[config.mk]
export PLATFORM = sky130hd
export DESIGN_NAME = branch_predictor
export DESIGN_NICKNAME = d
export VERILOG_FILES = /design/src/rtl/branch_predictor.sv
export SDC_FILE = /design/constraint.sdc
export NUM_CORES = 2
export LEC_CHECK = 0
export BUFFER_PORTS_ARGS = -buffer_cell sky130_fd_sc_hd__buf_2
export CAP_MARGIN = 0
export CORE_ASPECT_RATIO = 1.25
export CORE_MARGIN = 4
export CORE_UTILIZATION = 45
export DETAILED_ROUTE_END_ITERATION = 8
export PLACE_DENSITY_LB_ADDON = 0.1
export SLEW_MARGIN = 20
export SYNTH_ARGS = -nofsm -noshare
export SYNTH_HDL_FRONTEND = slang
export SYNTH_SLANG_ARGS = --single-unit
[constraint.sdc]
create_clock -name clock -period 15.9 [get_ports clock]
set_input_delay 3.18 -clock clock [delete_from_list [all_inputs] [get_ports clock]]
set_output_delay 3.18 -clock clock [all_outputs]
set_load 0.02 [all_outputs]
[src/rtl/branch_predictor.sv]
// Direct-mapped BTB with 2-bit saturating direction counters.
// Zero-latency lookup for fetch; update/recovery port for resolve.
module branch_predictor #(
    parameter int         PC_WIDTH   = 32,
    parameter int         INDEX_BITS = 4,
    parameter logic [1:0] CTR_INIT   = 2'b01,
    parameter int         CNT_WIDTH  = 16
) (
    input  logic                 clock,
    input  logic                 reset,
    input  logic                 flush_all,
    input  logic                 lookup_valid,
    input  logic [PC_WIDTH-1:0]  lookup_pc,
    output logic                 pred_hit,
    output logic                 pred_taken,
    output logic [PC_WIDTH-1:0]  pred_target,
    input  logic                 update_valid,
    input  logic [PC_WIDTH-1:0]  update_pc,
    input  logic                 update_taken,
    input  logic [PC_WIDTH-1:0]  update_target,
    input  logic                 update_pred_taken,
    input  logic [PC_WIDTH-1:0]  update_pred_target,
    output logic                 mispredict,
    output logic [PC_WIDTH-1:0]  recover_pc,
    output logic [CNT_WIDTH-1:0] lookup_count,
    output logic [CNT_WIDTH-1:0] mispredict_count
);

    localparam int ENTRIES = 1 << INDEX_BITS;
    localparam int TAG_W   = PC_WIDTH - INDEX_BITS;

    logic                entry_valid  [ENTRIES];
    logic [TAG_W-1:0]    entry_tag    [ENTRIES];
    logic [PC_WIDTH-1:0] entry_target [ENTRIES];
    logic [1:0]          entry_ctr    [ENTRIES];

    logic [INDEX_BITS-1:0] l_idx;
    logic [TAG_W-1:0]      l_tag;
    logic [INDEX_BITS-1:0] u_idx;
    logic [TAG_W-1:0]      u_tag;
    logic                  u_hit;

    function automatic logic [1:0] ctr_step(input logic [1:0] c,
                                            input logic up);
        logic [1:0] r;
        r = c;
        if (up && c != 2'b11)
            r = c + 2'd1;
        else if (!up && c != 2'b00)
            r = c - 2'd1;
        return r;
    endfunction

    assign l_idx = lookup_pc[INDEX_BITS-1:0];
    assign l_tag = lookup_pc[PC_WIDTH-1:INDEX_BITS];
    assign u_idx = update_pc[INDEX_BITS-1:0];
    assign u_tag = update_pc[PC_WIDTH-1:INDEX_BITS];

    assign pred_hit    = entry_valid[l_idx] && (entry_tag[l_idx] == l_tag);
    assign pred_taken  = pred_hit && entry_ctr[l_idx][1];
    assign pred_target = pred_taken ? entry_target[l_idx]
                                    : lookup_pc + PC_WIDTH'(1);

    assign u_hit = entry_valid[u_idx] && (entry_tag[u_idx] == u_tag);

    assign mispredict = update_valid &&
                        ((update_taken != update_pred_taken) ||
                         (update_taken &&
                          (update_target != update_pred_target)));
    assign recover_pc = update_taken ? update_target
                                     : update_pc + PC_WIDTH'(1);

    // Flush wins over a same-cycle update.
    always_ff @(posedge clock or negedge reset) begin
        if (!reset) begin
            for (int i = 0; i < ENTRIES; i++) begin
                entry_valid[i]  <= 1'b0;
                entry_tag[i]    <= '0;
                entry_target[i] <= '0;
                entry_ctr[i]    <= CTR_INIT;
            end
        end else if (flush_all) begin
            for (int i = 0; i < ENTRIES; i++) begin
                entry_valid[i] <= 1'b0;
                entry_ctr[i]   <= CTR_INIT;
            end
        end else if (update_valid) begin
            unique case (1'b1)
                u_hit: begin
                    entry_ctr[u_idx] <= ctr_step(entry_ctr[u_idx],
                                                 update_taken);
                    if (update_taken)
                        entry_target[u_idx] <= update_target;
                end
                (!u_hit && update_taken): begin
                    entry_valid[u_idx]  <= 1'b1;
                    entry_tag[u_idx]    <= u_tag;
                    entry_target[u_idx] <= update_target;
                    entry_ctr[u_idx]    <= 2'b10;
                end
                default: ;
            endcase
        end
    end

    always_ff @(posedge clock or negedge reset) begin
        if (!reset) begin
            lookup_count     <= '0;
            mispredict_count <= '0;
        end else begin
            if (lookup_valid)
                lookup_count <= lookup_count + CNT_WIDTH'(1);
            if (mispredict)
                mispredict_count <= mispredict_count + CNT_WIDTH'(1);
        end
    end

endmodule

==> qor.txt <==
IO buf count: 233
Setup WS pre-CTS: 4.58 ns
Die ar.: 0.127 sq mm
vias: 34.4k
combinational fraction of design power: 16.7%
CTS Buffer Depth: 3
first-pass GRT wire length: 259000 um
post-route insts no fill: 5528
vias in the first global route: 35.5k
Post-Syn Instances: 3798
Yosys cell types: 64
synthesized cell area: 0.0544 sq mm
total power: 7040 uW
post-route setup slack: 4.47 ns
CTS Buf Count: 110
r2r worst-path depth: 9
CP max FO: 70
Worst-Margin Slew: 1.10 ns
Hold Path Origin: mispredict_count[15]$_DFFE_PN0P_
Core Area: 0.120 sq mm
FF-to-FF Start: entry_tag[391]$_DFFE_PN0P_
Post-CTS Hold Buffers: 0
num rows: 142
Synth Warn #: 0
Via-to-Cell Ratio: 6.22
Total GRT Usage: 28.0%
min Tclk post-route: 11.43 ns
final worst path period share: 71.9%
DR pass1 iterations: 6
skew final: 0.0303 ns
Hold EP: mispredict_count[15]$_DFFE_PN0P_
class of the tightest hold or removal check: register to register
Post-synth ARST share: 100%
grt total ovfl: 0
Max H-tree Level: 3
WHS Path Cells: 1
final hold slack: 0.464 ns
fin. max-slew vios: 0
initial antenna violation count: 20
Critical Path Source Type: input port
drt total wl: 177000 um
status: complete, no violations
Reg2Reg Setup Slack: 11.12 ns
FF-to-FF End: entry_ctr[27]$_DFFE_PN0P_
EDFF count, synth: 0
worst skew pair latency: 0.73 ns
Root Buffer: clkbuf_16
wire per inst: 32.1 um
CP Capture Type: output port
number of setup buffers added after CTS: 0
Fin Setup TNS: 0 ns
top_reg_cell synth: dfrtp_1
Reg power frac: 45.6%
sw power: 1910 uW
DIE WIDTH: 319 um
Fill cells: 10.3k
Post-DRT Antenna Nets: 0
f_max: 0.0875 GHz
Die Span Y: 397 um
Leakage: 0.0273 uW
MaxCap Viol Count: 0
sequential fraction of the synthesis area: 47.9%
DRC errors left: 0
DP HPWL: 111000 um
Gates resized, CTS repair: 0
fraction of layout cells with a size suffix above 1: 46.7%
Yosys reg bits: 1040
Final nets: 3993
clock power share: 37.7%
Clock transition at path regs: 0.06 ns
clk sinks: 1040
WS Path Type: input port to output port
Worst Path Arrival: 8.25 ns
PD cells: 116 mW/mm^2
CTS tree: built
initial core utilization: 45.4%
Int Power: 5130 uW
dpl cells: 5320
IO Pins: 234
Iteration-0 DRC Markers: 2796
syn avg cell area: 14.3 sq um
Layout area overhead: 11.3%
worst vdd ir: 0.0000902 V
largest net degree at the start of global routing: 181
Required @ worst endpoint: 12.72 ns
RSZ-0062 raised after global routing: false
# setup viols final: 0
Final Hold Fails: 0
RD Place Congestion: 0.854
switching share of power: 27.2%
Max transition margin: 26.7%
syn_nets: 3942
-- sequential cells by signal, indices dropped and copies added (netlist names) --
signal and cells:
entry_tag 448, entry_ctr 32, entry_target 512, mispredict_count 16, entry_valid 16, lookup_count 16
-- per-stage QoR --
step | cell area, sq um | util [%]
finish | 60500 | 50.5
global route | 60500 | 50.5
CTS | 60500 | 50.5
detailed placement | 56800 | 47.4
global placement | 56800 | 47.3
floorplan | 54400 | -
-- cells in the mapped netlist (all sizes together), types with 11 or more instances --
master,n,area [sq um]
nand2b,14,87.6
nand2,111,417
inv,20,75.1
clkbuf,215,807
nor2b,14,87.6
nor3,32,160
a22o,24,210
nand3,51,255
o21ai,69,345
mux2,1006,11400
xor2,76,666
mux4,362,8150
a31oi,11,68.8
nor2,80,305
xnor2,109,955
buf,152,856
nor4,14,124
nand4,28,175
a21oi,28,140
o21ba,15,150
a22oi,18,135
and3,29,181
dfstp,16,420
mux2i,185,1850
dfrtp,1024,25600
-- layout by cell type (no fill, tap or decap), drive strengths merged, types with 29 or more instances in the layout --
cell type  instances
nor2              80
mux2            1006
o21ai             69
dfrtp           1024
mux2i            185
xnor2            109
and3              29
nor3              32
clkbuf           164
nand3             51
buf              306
clkinv            29
mux4             362
xor2              76
nand2            111
-- metal layers --
| layer | global-route usage (%) | vias to the layer above | part of all wire, % |
|---|---|---|---|
| li1 | - | 14300 | - |
| met1 | 38.5 | 18600 | 42 |
| met2 | 44.7 | 1148 | 47 |
| met3 | 5.66 | 295 | 7.2 |
| met4 | 9.46 | 2 | 3.5 |
| met5 | 0 | - | 0.011 |
-- worst max-delay path, stage by stage --
cell,delay (ns)
buf_8,0.50
buf_4,0.79
mux4_2,0.37
mux2i_1,0.07
mux2i_1,0.53
xnor2_1,0.19
nand4_1,0.22
nor4_1,0.57
and3_2,1.04
mux2_2,0.42
buf_2,0.16
-- power by group through the flow --
stage,registers (uW),logic [uW],clock network [uW]
finish,3210,1180,2650
global placement,3250,1160,0
detailed placement,3260,1180,0
floorplan,3200,812,0
CTS,3210,1180,2710
global route,3250,1260,2810
-- how the worst max path moves through the flow --
| stage | from | cells past startpoint | endpoint |
|---|---|---|---|
| 2_1_floorplan | lookup_pc[0] | 11 | pred_target[0] |
| 3_3_place_gp | lookup_pc[0] | 11 | pred_target[22] |
| 3_5_place_dp | lookup_pc[0] | 11 | pred_target[20] |
| 4_1_cts | lookup_pc[0] | 11 | pred_target[20] |
| 5_1_grt | lookup_pc[0] | 11 | pred_target[29] |
| 6_report | lookup_pc[1] | 11 | pred_target[20] |
-- kinds of logic after synthesis --
kind of cell	Yosys count	synth area share (%)
and+or+nand+nor	399	3.64
AOI/OAI and AO/OA	224	2.86
adders and majority gates	9	0.207
muxes	1553	39.2
buffers and inverters	388	3.20
xor gates and xnor gates	185	2.98
DFF	1040	47.9
-- cell type report --
class	count	area [sq um]	share of cell area, %
well taps	1584	1980	3.27
repair buffers	306	1840	3.04
inverters	21	78.8	0.130
clock inverters	38	422	0.696
diodes	5	12.5	0.0207
flip-flops and latches	1040	26000	43.0
clock buffers	164	3300	5.45
multi-input cells	2370	26900	44.4
(Power assumes the default switching activity.)
